<file path="src/rtl/vga_pkg.sv">
// vga_pkg: types and defaults shared by the pixel fetch controller.
//   H_ACTIVE_DEF / V_ACTIVE_DEF : default active raster (640x480)
//   color_t                     : 24-bit {r,g,b} pixel
//   fetch_state_t               : fetch FSM states (IDLE, FETCH, DRAIN)
//   last_pixel()                : index of the final pixel in a frame
package vga_pkg;

  localparam int unsigned H_ACTIVE_DEF = 640;
  localparam int unsigned V_ACTIVE_DEF = 480;
  localparam int unsigned COLOR_W      = 24;

  typedef logic [COLOR_W-1:0] color_t;

  typedef enum logic [1:0] {
    IDLE  = 2'd0,
    FETCH = 2'd1,
    DRAIN = 2'd2
  } fetch_state_t;

  function automatic int unsigned last_pixel(input int unsigned h, input int unsigned v);
    return (h * v) - 1;
  endfunction

endpackage

</file>
<file path="src/rtl/pixel_fetch_ctrl_if.sv">
// pixel_fetch_ctrl_if: frame/ROM/FIFO signal bundle of the pixel fetch controller.
//   master modport : controller side (drives rom_rd/rom_addr, fifo_wr_en/fifo_din,
//                    busy, frame_done and, with PIXEL_FETCH_UNDERFLOW_CNT_EN,
//                    underflow_cnt)
//   slave modport  : environment side (timing generator, ROM, FIFO, display)
interface pixel_fetch_ctrl_if #(
  parameter int unsigned ADDR_W = 19
);
  import vga_pkg::*;

  logic              frame_start;
  logic              rom_rd;
  logic [ADDR_W-1:0] rom_addr;
  color_t            rom_color;
  logic              fifo_full;
  logic              fifo_wr_en;
  color_t            fifo_din;
  logic              fifo_empty;
  logic              display_active;
  logic              busy;
  logic              frame_done;
`ifdef PIXEL_FETCH_UNDERFLOW_CNT_EN
  logic [15:0]       underflow_cnt;
`endif

  modport master (
`ifdef PIXEL_FETCH_UNDERFLOW_CNT_EN
    output underflow_cnt,
`endif
    input  frame_start, rom_color, fifo_full, fifo_empty, display_active,
    output rom_rd, rom_addr, fifo_wr_en, fifo_din, busy, frame_done
  );

  modport slave (
`ifdef PIXEL_FETCH_UNDERFLOW_CNT_EN
    input  underflow_cnt,
`endif
    output frame_start, rom_color, fifo_full, fifo_empty, display_active,
    input  rom_rd, rom_addr, fifo_wr_en, fifo_din, busy, frame_done
  );

endinterface

</file>
<file path="src/rtl/pixel_skid_buf.sv">
// pixel_skid_buf: one-entry hold register between ROM return data and the FIFO.
//   i_clk, i_rst_n  : clock, asynchronous active-low reset
//   i_flush         : drop returning and held data (frame abort)
//   i_ret_valid     : ROM data is returning this cycle
//   i_ret_data      : returning ROM word
//   i_fifo_full     : FIFO cannot accept a write this cycle
//   o_wr_en         : FIFO write strobe
//   o_wr_data       : FIFO write data (zero when not writing)
//   o_hold_valid    : a word is parked in the hold register
module pixel_skid_buf
  import vga_pkg::*;
(
  input  logic   i_clk,
  input  logic   i_rst_n,
  input  logic   i_flush,
  input  logic   i_ret_valid,
  input  color_t i_ret_data,
  input  logic   i_fifo_full,
  output logic   o_wr_en,
  output color_t o_wr_data,
  output logic   o_hold_valid
);

  logic   r_hold_valid;
  color_t r_hold_data;
  logic   w_wr_en;

  // A held word and a returning word never coexist: reads only issue while
  // the hold register is empty, so the held word always goes out first.
  always_comb begin
    w_wr_en   = !i_flush && !i_fifo_full && (r_hold_valid || i_ret_valid);
    o_wr_data = '0;
    if (w_wr_en) begin
      o_wr_data = r_hold_valid ? r_hold_data : i_ret_data;
    end
  end

  always_ff @(posedge i_clk or negedge i_rst_n) begin
    if (!i_rst_n) begin
      r_hold_valid <= 1'b0;
      r_hold_data  <= '0;
    end else if (i_flush) begin
      r_hold_valid <= 1'b0;
      r_hold_data  <= '0;
    end else if (i_ret_valid && i_fifo_full) begin
      r_hold_valid <= 1'b1;
      r_hold_data  <= i_ret_data;
    end else if (r_hold_valid && !i_fifo_full) begin
      r_hold_valid <= 1'b0;
    end
  end

  assign o_wr_en      = w_wr_en;
  assign o_hold_valid = r_hold_valid;

endmodule

</file>
<file path="src/rtl/pixel_fetch_ctrl.sv">
// pixel_fetch_ctrl: reads one frame of pixels from ROM in row-major order and
// streams them into the display FIFO with back-pressure.
//   clk, rst : clock, asynchronous active-low reset
//   bus      : pixel_fetch_ctrl_if.master -- frame_start in; rom_rd/rom_addr out,
//              rom_color in (1 cycle after rom_rd); fifo_full in, fifo_wr_en/
//              fifo_din out; fifo_empty/display_active in; busy/frame_done out
// Optional: define PIXEL_FETCH_UNDERFLOW_CNT_EN to add the saturating 16-bit
// underflow_cnt output (counts display_active & fifo_empty cycles, cleared on
// frame_start).
module pixel_fetch_ctrl
  import vga_pkg::*;
#(
  parameter int unsigned H_ACTIVE = H_ACTIVE_DEF,
  parameter int unsigned V_ACTIVE = V_ACTIVE_DEF,
  parameter int unsigned ADDR_W   = 19
)(
  input  logic               clk,
  input  logic               rst,
  pixel_fetch_ctrl_if.master bus
);

  localparam logic [ADDR_W-1:0] LAST_ADDR = ADDR_W'(last_pixel(H_ACTIVE, V_ACTIVE));

  fetch_state_t      r_state;
  fetch_state_t      w_state_nxt;
  logic [ADDR_W-1:0] r_addr;
  logic              r_inflight;
  logic              w_rom_rd;
  logic              w_frame_done;
  logic              w_abort;
  logic              w_hold_valid;
  logic              w_wr_en;
  color_t            w_wr_data;

  // frame_start while busy restarts the frame; the word returning in that
  // cycle and any held word are flushed instead of written.
  assign w_abort = bus.frame_start && (r_state != IDLE);

  pixel_skid_buf u_skid (
    .i_clk        (clk),
    .i_rst_n      (rst),
    .i_flush      (w_abort),
    .i_ret_valid  (r_inflight),
    .i_ret_data   (bus.rom_color),
    .i_fifo_full  (bus.fifo_full),
    .o_wr_en      (w_wr_en),
    .o_wr_data    (w_wr_data),
    .o_hold_valid (w_hold_valid)
  );

  always_ff @(posedge clk or negedge rst) begin
    if (!rst) begin
      r_state <= IDLE;
    end else begin
      r_state <= w_state_nxt;
    end
  end

  always_comb begin
    w_state_nxt  = r_state;
    w_rom_rd     = 1'b0;
    w_frame_done = 1'b0;
    case (r_state)
      IDLE: begin
        if (bus.frame_start) begin
          w_state_nxt = FETCH;
        end
      end
      FETCH: begin
        if (bus.frame_start) begin
          w_state_nxt = FETCH;
        end else begin
          w_rom_rd = !bus.fifo_full && !w_hold_valid;
          if (w_rom_rd && (r_addr == LAST_ADDR)) begin
            w_state_nxt = DRAIN;
          end
        end
      end
      DRAIN: begin
        if (bus.frame_start) begin
          w_state_nxt = FETCH;
        end else if (!r_inflight && !w_hold_valid) begin
          w_frame_done = 1'b1;
          w_state_nxt  = IDLE;
        end
      end
      default: w_state_nxt = IDLE;
    endcase
  end

  always_ff @(posedge clk or negedge rst) begin
    if (!rst) begin
      r_addr     <= '0;
      r_inflight <= 1'b0;
    end else begin
      r_inflight <= w_rom_rd;
      if (bus.frame_start) begin
        r_addr <= '0;
      end else if (w_rom_rd) begin
        r_addr <= (r_addr == LAST_ADDR) ? '0 : r_addr + ADDR_W'(1);
      end
    end
  end

  assign bus.rom_rd     = w_rom_rd;
  assign bus.rom_addr   = r_addr;
  assign bus.fifo_wr_en = w_wr_en;
  assign bus.fifo_din   = w_wr_data;
  assign bus.busy       = (r_state != IDLE);
  assign bus.frame_done = w_frame_done;

`ifdef PIXEL_FETCH_UNDERFLOW_CNT_EN
  logic [15:0] r_uf_cnt;

  always_ff @(posedge clk or negedge rst) begin
    if (!rst) begin
      r_uf_cnt <= '0;
    end else if (bus.frame_start) begin
      r_uf_cnt <= '0;
    end else if (bus.display_active && bus.fifo_empty && (r_uf_cnt != '1)) begin
      r_uf_cnt <= r_uf_cnt + 16'd1;
    end
  end

  assign bus.underflow_cnt = r_uf_cnt;
`else
  logic w_unused_uf;
  assign w_unused_uf = bus.fifo_empty ^ bus.display_active;
`endif

endmodule

</file>
<file path="src/flat_wrapper.sv">
// flat-port wrapper written by rule: the top's interface ports become plain ports
module pixel_fetch_ctrl_flat import vga_pkg::*;
#(
  parameter int unsigned H_ACTIVE = H_ACTIVE_DEF,
  parameter int unsigned V_ACTIVE = V_ACTIVE_DEF,
  parameter int unsigned ADDR_W   = 19
)
  (clk, rst, bus_frame_start, bus_rom_color, bus_fifo_full, bus_fifo_empty, bus_display_active, bus_rom_rd, bus_rom_addr, bus_fifo_wr_en, bus_fifo_din, bus_busy, bus_frame_done);
  pixel_fetch_ctrl_if #(.ADDR_W(ADDR_W)) bus_i ();
  input  logic clk;
  input  logic rst;
  input wire logic [$bits(bus_i.frame_start)-1:0] bus_frame_start;
  input wire logic [$bits(bus_i.rom_color)-1:0] bus_rom_color;
  input wire logic [$bits(bus_i.fifo_full)-1:0] bus_fifo_full;
  input wire logic [$bits(bus_i.fifo_empty)-1:0] bus_fifo_empty;
  input wire logic [$bits(bus_i.display_active)-1:0] bus_display_active;
  output wire logic [$bits(bus_i.rom_rd)-1:0] bus_rom_rd;
  output wire logic [$bits(bus_i.rom_addr)-1:0] bus_rom_addr;
  output wire logic [$bits(bus_i.fifo_wr_en)-1:0] bus_fifo_wr_en;
  output wire logic [$bits(bus_i.fifo_din)-1:0] bus_fifo_din;
  output wire logic [$bits(bus_i.busy)-1:0] bus_busy;
  output wire logic [$bits(bus_i.frame_done)-1:0] bus_frame_done;
  assign bus_i.frame_start = bus_frame_start;
  assign bus_i.rom_color = bus_rom_color;
  assign bus_i.fifo_full = bus_fifo_full;
  assign bus_i.fifo_empty = bus_fifo_empty;
  assign bus_i.display_active = bus_display_active;
  assign bus_rom_rd = bus_i.rom_rd;
  assign bus_rom_addr = bus_i.rom_addr;
  assign bus_fifo_wr_en = bus_i.fifo_wr_en;
  assign bus_fifo_din = bus_i.fifo_din;
  assign bus_busy = bus_i.busy;
  assign bus_frame_done = bus_i.frame_done;
  pixel_fetch_ctrl #(.H_ACTIVE(H_ACTIVE), .V_ACTIVE(V_ACTIVE), .ADDR_W(ADDR_W)) u_core (.clk(clk), .rst(rst), .bus(bus_i));
endmodule
</file>
<file path="config.mk">
export PLATFORM = sky130hd
export DESIGN_NAME = pixel_fetch_ctrl_flat
export DESIGN_NICKNAME = d
export VERILOG_FILES = /design/src/rtl/vga_pkg.sv /design/src/rtl/pixel_fetch_ctrl_if.sv /design/src/rtl/pixel_skid_buf.sv /design/src/rtl/pixel_fetch_ctrl.sv /design/src/flat_wrapper.sv
export SDC_FILE = /design/constraint.sdc
export NUM_CORES = 1
export LEC_CHECK = 0
export CORE_MARGIN = 4
export CORE_UTILIZATION = 40
export CTS_BUF_LIST = sky130_fd_sc_hd__clkbuf_8
export CTS_CLUSTER_SIZE = 12
export DETAILED_ROUTE_END_ITERATION = 7
export HOLD_SLACK_MARGIN = 0.15
export PLACE_DENSITY_LB_ADDON = 0.15
export REMOVE_ABC_BUFFERS = 1
export SYNTH_ARGS = -nofsm -noshare
export SYNTH_HDL_FRONTEND = slang
export SYNTH_SLANG_ARGS = --single-unit
</file>
<file path="constraint.sdc">
create_clock -name clk -period 1.95 [get_ports clk]
set_input_delay 0.2925 -clock clk [delete_from_list [all_inputs] [get_ports clk]]
set_output_delay 0.2925 -clock clk [all_outputs]
set_load 0.1 [all_outputs]
</file>
==> flow_summary.json, run 1 <==
{
  "routedLengthMet1_mm": 3.166,
  "cts.clk_slew.worst_paths_ns": 0.08,
  "synth-warning-count": 0,
  "post_synth_mux_area_share": 0.1034,
  "setup.worst_path.start_class": "register",
  "worstPathRequired_ns": 1.66,
  "ys_seq_elements": 47,
  "finClkSkew_ns": 0.005390,
  "place.detailed.hpwl_mm": 4.915,
  "postLayoutSetupSlackWorst_ns": -0.3875,
  "synth_top_family_by_area": "simple AND/OR/NAND/NOR gates",
  "end_kind": "primary output",
  "avgViaCountPerCell": 5.563,
  "synthesized_instance_count": 249,
  "groute.usage.overall": 0.1979,
  "timing.setup.critical_path_class": "register to primary output",
  "r2r_worst_path_depth": 6,
  "antenna_left": 0,
  "status": "finished, violations left",
  "synthFlopType": "sky130_fd_sc_hd__dfrtp_1",
  "report.power.total_mw": 2.121,
  "seq_area_frac_synth": 0.4674,
  "placementRows": 28,
  "detailed_place.area_mm2": 0.003864,
  "area.growth.synth_to_final_pct": 70.46,
  "dp_cells": 420,
  "asyncSetResetFlopFracSynth": 1.000,
  "final-hold-violation-count": 0,
  "post-synth-top-count-cell": "sky130_fd_sc_hd__dfrtp_1",
  "failed_checks": "negative setup slack",
  "ir_worst_vdd_mv": 0.3327,
  "worst-slew-pin-transition_ns": 0.6049,
  "synth_fa_ha_area_frac": 0.004973,
  "setup.reg_to_reg.worst_slack_ns": 0.09,
  "fp.dieH_um": 87.31,
  "utilization": 0.7118,
  "grt_pass1_vias": 2430,
  "wl_met2_mm": 3.604,
  "post_synth_edffs": 0,
  "drt_iter0_markers": 85,
  "netlist.area_leader.share": 0.4674,
  "synth_compound_area_frac": 0.1581,
  "stdcell_count": 435,
  "insertedDiodeCount": 0,
  "final-setup-viol-count": 25,
  "clock_sink_count": 47,
  "synth.lib_cells_used.distinct": 39,
  "worstHoldPathCells": 1,
  "grt_first_pass_wirelength_mm": 11.95,
  "drv_cap": 0,
  "grt_antenna_before_repair": 0,
  "maxSlewHeadroom": 0.5968,
  "post_synth.cell_area_avg_um2": 10.11,
  "mappedNetlistArea_mm2": 0.002516,
  "hold-path-endpoint": "u_core.u_skid.r_hold_data[21]",
  "cts_root_buffer": "sky130_fd_sc_hd__clkbuf_8",
  "clockBufferDepth": 2,
  "synth.cells.most_frequent": "sky130_fd_sc_hd__dfrtp_1 (47), sky130_fd_sc_hd__nor2_1 (40), sky130_fd_sc_hd__a22o_1 (26), sky130_fd_sc_hd__mux2i_1 (26), sky130_fd_sc_hd__nand2_1 (16)",
  "drt_drc_violations_left": 0,
  "final_layout_size_suffix_gt1_frac": 0.3806,
  "fp.dieArea_mm2": 0.007623,
  "worst_hold_path_type": "register to register",
  "gp_congestion": 0.8188,
  "clk_latency_ns": 0.30,
  "globalRoute.totalOverflow": 0,
  "met3_wirelength_um": 428,
  "coreArea_mm2": 0.006026,
  "leakage_nw": 1.857,
  "tritoncts_clock_tree": "yes",
  "worst_path_arrival_ns": 2.05,
  "finalNetCount": 391,
  "powerDensity_mw_per_mm2": 494.6,
  "grt_setup_unrepaired": "true",
  "htree_levels": 2,
  "total_wire_length_mm": 7.326,
  "worst_r2r_endpoint": "u_core.bus.rom_addr[5]",
  "pin_count_of_the_biggest_net_entering_global_routing": 25,
  "design_area_mm2": 0.004289,
  "via_count": 2420,
  "yosys-top-cells-area": "sky130_fd_sc_hd__dfrtp_1 (47%), sky130_fd_sc_hd__mux2i_1 (10%), sky130_fd_sc_hd__a22o_1 (9.1%)",
  "initial_cell_density_of_the_core": 0.4176,
  "yosys.area.top_type": "sky130_fd_sc_hd__dfrtp_1",
  "holdWs_ns": 0.5057,
  "total_iterations_of_the_first_detailed_routing_run": 4,
  "hold_start": "u_core.u_skid.r_hold_data[21]",
  "route.top_layer_used": "met4",
  "yosys.area_share.xor_xnor": 0.01740,
  "numCtsBuffers": 5,
  "finalCritPeriodShare": 1.199,
  "path_max_fanout": 5,
  "dieWidth_um": 87.31,
  "fin_crit_ns": 2.338,
  "r2r-start": "u_core.bus.rom_addr[0]",
  "port-buffer-count": 74,
  "pins_over_their_slew_limit": 0,
  "max_freq_ghz": 0.4278,
  "design.portCount": 77,
  "yosys.area_share.simple": 0.2173,
  "wl_per_cell_um": 16.84
}
-- worst max-delay path: stages, from the launching register on --
cell,delay (ns)
sky130_fd_sc_hd__dfrtp_1,0.38
sky130_fd_sc_hd__or2_4,0.25
sky130_fd_sc_hd__and2_4,0.16
sky130_fd_sc_hd__or3_4,0.46
sky130_fd_sc_hd__buf_6,0.18
sky130_fd_sc_hd__nor2_4,0.13
sky130_fd_sc_hd__buf_12,0.18
-- timing repair --
action	in CTS	in global routing
setup endpoints to repair	27	34
hold buffers	1	0
buffers inserted	2	3
cloned	2	1
pin swaps	1	23
resized for setup	59	8
hold endpoints to repair	23	0
-- sequential cells by signal (all words and copies together) (netlist names) --
name	count
u_core.r_inflight	1
u_core.r_state	2
u_core.u_skid.r_hold_data	24
u_core.bus.rom_addr	19
u_core.u_skid.o_hold_valid	1
-- metal layers --
| layer | vias to the layer above | track usage |
|---|---|---|
| met5 | - | 0 |
| met4 | 0 | 0.05021 |
| met3 | 11 | 0.04163 |
| met2 | 70 | 0.3384 |
| met1 | 1196 | 0.2545 |
| li1 | 1143 | - |
-- through the flow --
| stage | setup TNS [ns] | setup WS (ns) |
|---|---|---|
| 2_1_floorplan | -60.22 | -2.191 |
| 3_3_place_gp | -6.434 | -0.2371 |
| 3_5_place_dp | -7.448 | -0.2516 |
| 4_1_cts | -8.615 | -0.3666 |
| 5_1_grt | -10.50 | -0.4376 |
| 6_report | -9.211 | -0.3875 |
-- power breakdown --
part           switching, mW  internal [mW]
sequential            0.0149          0.996
clock                  0.313          0.278
combinational          0.303          0.216
total                  0.631           1.49
-- worst max path at each step --
stage	start	to	cells after the start
2_1_floorplan	u_core.u_skid.o_hold_valid	bus_frame_done	1
3_3_place_gp	bus_frame_start	bus_fifo_din[16]	6
3_5_place_dp	bus_fifo_full	bus_fifo_din[16]	5
4_1_cts	u_core.r_state[0]	bus_fifo_din[5]	6
5_1_grt	u_core.r_state[1]	bus_fifo_din[6]	6
6_report	u_core.r_state[1]	bus_fifo_din[10]	6
-- cell usage in the layout (no fill, tap or decap), drive strengths merged, types with 5 or more instances in the layout --
master         netlist  routed
dfrtp               47      47
and2                 5       5
clkbuf               7       7
nand2               16      16
xor2                 5       5
nand3               15      15
nor2                40      40
nand4                5       5
a22o                26      26
buf                  8      91
o21ai                6       6
clkdlybuf4s50        0      25
mux2i               26      26
-- kinds of logic after synthesis --
group / count (synthesis)
buf+inv: 17
compound gates: 49
simple gates: 104
mux: 26
fa+ha+maj: 1
flops: 47
xor+xnor: 5
-- area by class of cell --
type / count / area, um^2
tap: 75 / 93.84
fill: 436 / 1737
multi-input combinational: 185 / 1465
inverter: 2 / 22.52
timing repair buffer: 119 / 1444
clock inverter: 1 / 5.005
sequential: 47 / 1176
clock buffer: 6 / 82.58
Note: power is estimated with default switching activity, not from simulation.
==> run 2: changes to the inputs <==
--- a/config.mk
+++ b/config.mk
@@ -8,7 +8,6 @@
 export CORE_MARGIN = 4
 export CORE_UTILIZATION = 40
 export CTS_BUF_LIST = sky130_fd_sc_hd__clkbuf_8
-export CTS_CLUSTER_SIZE = 12
 export DETAILED_ROUTE_END_ITERATION = 7
 export HOLD_SLACK_MARGIN = 0.15
 export PLACE_DENSITY_LB_ADDON = 0.15
==> results of run 2 <==
Final layout, timing and power as in run 1 (identical DEF).
==> run 3: changes to the inputs <==
--- a/config.mk
+++ b/config.mk
@@ -5,7 +5,6 @@
 export SDC_FILE = /design/constraint.sdc
 export NUM_CORES = 1
 export LEC_CHECK = 0
-export CORE_MARGIN = 4
 export CORE_UTILIZATION = 40
 export CTS_BUF_LIST = sky130_fd_sc_hd__clkbuf_8
 export DETAILED_ROUTE_END_ITERATION = 7
==> run 3 against run 2 <==
  * The run still ends with negative setup slack left
  * Maximum frequency grew 2.5%
  * Hold slack better by 0.0042 ns
  * Design area is 1.6% lower
  * Clock-buffer cell count decreased by 1
  * Cell count is 1.4% lower
  * Power rose by 5.0%
  * Largest power group unchanged
  * Critical path depth stayed put
  * Wire length fell by 7.9%
  * Clock power rose by 21%
  * Sequential share of layout area rose by 0.45 points
  * First-iteration DRC count is 25% higher
==> flow_summary.json, run 3 (same netlist as run 1, synthesis figures left out) <==
{
  "wl_per_cell_um": 15.73,
  "finalCritPeriodShare": 1.169,
  "grt_first_pass_wirelength_mm": 10.86,
  "final-setup-viol-count": 25,
  "htree_levels": 2,
  "groute.usage.overall": 0.2151,
  "initial_cell_density_of_the_core": 0.4200,
  "dieWidth_um": 81.31,
  "status": "finished, violations left",
  "grt_antenna_before_repair": 0,
  "drt_drc_violations_left": 0,
  "numCtsBuffers": 5,
  "final-hold-violation-count": 0,
  "fp.dieH_um": 81.31,
  "fin_crit_ns": 2.279,
  "setup.worst_path.start_class": "register",
  "insertedDiodeCount": 0,
  "worst-slew-pin-transition_ns": 0.6530,
  "grt_setup_unrepaired": "true",
  "maxSlewHeadroom": 0.5637,
  "total_iterations_of_the_first_detailed_routing_run": 4,
  "powerDensity_mw_per_mm2": 528.0,
  "finClkSkew_ns": 0.008994,
  "number_of_flip_flops_under_the_largest_register_name": 24,
  "coreArea_mm2": 0.005991,
  "end_kind": "primary output",
  "dp_cells": 418,
  "area.growth.synth_to_final_pct": 67.73,
  "design.portCount": 77,
  "port-buffer-count": 74,
  "ir_worst_vdd_mv": 0.4365,
  "final_layout_size_suffix_gt1_frac": 0.3701,
  "failed_checks": "negative setup slack",
  "worst_r2r_endpoint": "u_core.bus.rom_addr[5]",
  "cts.clk_slew.worst_paths_ns": 0.09,
  "worstPathRequired_ns": 1.66,
  "tritoncts_clock_tree": "yes",
  "clk_latency_ns": 0.30,
  "clockBufferDepth": 2,
  "place.detailed.hpwl_mm": 4.485,
  "placementRows": 28,
  "worst_path_arrival_ns": 1.99,
  "stdcell_count": 429,
  "gp_congestion": 0.8148,
  "mostFrequentLayoutCells": "sky130_fd_sc_hd__buf_4 (47), sky130_fd_sc_hd__dfrtp_1 (47), sky130_fd_sc_hd__buf_12 (33)",
  "path_max_fanout": 10,
  "report.power.total_mw": 2.228,
  "via_count": 2395,
  "cts_root_buffer": "sky130_fd_sc_hd__clkbuf_8",
  "postLayoutSetupSlackWorst_ns": -0.3294,
  "timing.setup.critical_path_class": "register to primary output",
  "leakage_nw": 1.802,
  "globalRoute.totalOverflow": 0,
  "clock_sink_count": 47,
  "r2r_worst_path_depth": 6,
  "max_freq_ghz": 0.4387,
  "total_wire_length_mm": 6.747,
  "drt_iter0_markers": 106,
  "antenna_left": 0,
  "fp.dieArea_mm2": 0.006611,
  "cp-startpoint": "u_core.r_state[0]",
  "drv_cap": 0,
  "finalNetCount": 384,
  "biggest_register": "u_core.u_skid.r_hold_data",
  "worst_hold_path_type": "register to register",
  "r2r-start": "u_core.bus.rom_addr[0]",
  "grt_pass1_vias": 2239,
  "setup.worst_path.end": "bus_fifo_din[10]",
  "avgViaCountPerCell": 5.583,
  "pins_over_their_slew_limit": 0,
  "pin_count_of_the_biggest_net_entering_global_routing": 48,
  "setup.reg_to_reg.worst_slack_ns": 0.16
}
[run 3: metal layers]
metal  routed length [um]  up-vias  GRT usage
li1                     -     1122          -
met1                 2958     1201     0.2862
met2                 3399       67     0.3592
met3                  327        5    0.03933
met4                   61        0    0.05357
met5                    0        -          0
[run 3: worst min-delay path by stage]
stage,slack [ns],cells after the start,endpoint,from
finish,0.51,1,u_core.u_skid.r_hold_data[9],u_core.u_skid.r_hold_data[9]
global route,0.53,1,u_core.u_skid.r_hold_data[8],u_core.u_skid.r_hold_data[8]
CTS,0.52,1,u_core.u_skid.r_hold_data[18],u_core.u_skid.r_hold_data[18]
detailed placement,0.43,2,u_core.u_skid.r_hold_data[16],rst
global placement,0.43,2,u_core.u_skid.r_hold_data[16],rst
floorplan,-0.003,0,u_core.bus.rom_addr[0],rst
[run 3: layout make-up]
cell class | count | area [um^2]
Sequential cell | 47 | 1176
Clock inverter | 3 | 43.79
Tap cell | 75 | 93.84
Timing Repair Buffer | 112 | 1354
Clock buffer | 5 | 68.82
Fill cell | 438 | 1770
Inverter | 2 | 10.01
Multi-Input combinational cell | 185 | 1474
[run 3: report_power, final]
| part | total [mW] | internal, mW | switching [mW] |
|---|---|---|---|
| combinational | 0.498 | 0.202 | 0.296 |
| sequential | 1.01 | 0.996 | 0.0148 |
| clock | 0.719 | 0.382 | 0.337 |
[run 3: what timing repair did]
action / 4_1_cts / 5_1_grt
hold endpoints to repair: 47 / 0
resized for setup: 46 / 18
cloned: 1 / 0
setup endpoints to repair: 50 / 33
setup buffers: 1 / 1
pin swaps: 1 / 2
hold buffers: 1 / 0
[run 3: worst max-delay path, stage by stage (launching register included)]
cell,delay (ns)
sky130_fd_sc_hd__dfrtp_1,0.39
sky130_fd_sc_hd__or2_4,0.25
sky130_fd_sc_hd__and2_4,0.16
sky130_fd_sc_hd__or3_4,0.38
sky130_fd_sc_hd__buf_16,0.19
sky130_fd_sc_hd__nor2_4,0.14
sky130_fd_sc_hd__buf_12,0.18
[run 3: through the flow]
| step | hold WS (ns) | area [um^2] | TNS (ns) | setup WS [ns] | utilization |
|---|---|---|---|---|---|
| 3_3_place_gp | 0.4278 | 3836 | -12.91 | -0.2673 | 0.6404 |
| 5_1_grt | 0.5286 | 4220 | -9.654 | -0.4086 | 0.7045 |
| 2_1_floorplan | -0.003091 | 2445 | -60.22 | -2.191 | - |
| 4_1_cts | 0.5162 | 4149 | -8.028 | -0.3445 | 0.6926 |
| 3_5_place_dp | 0.4260 | 3836 | -13.72 | -0.2880 | 0.6404 |
| 6_report | 0.5099 | 4220 | -7.690 | -0.3294 | 0.7045 |
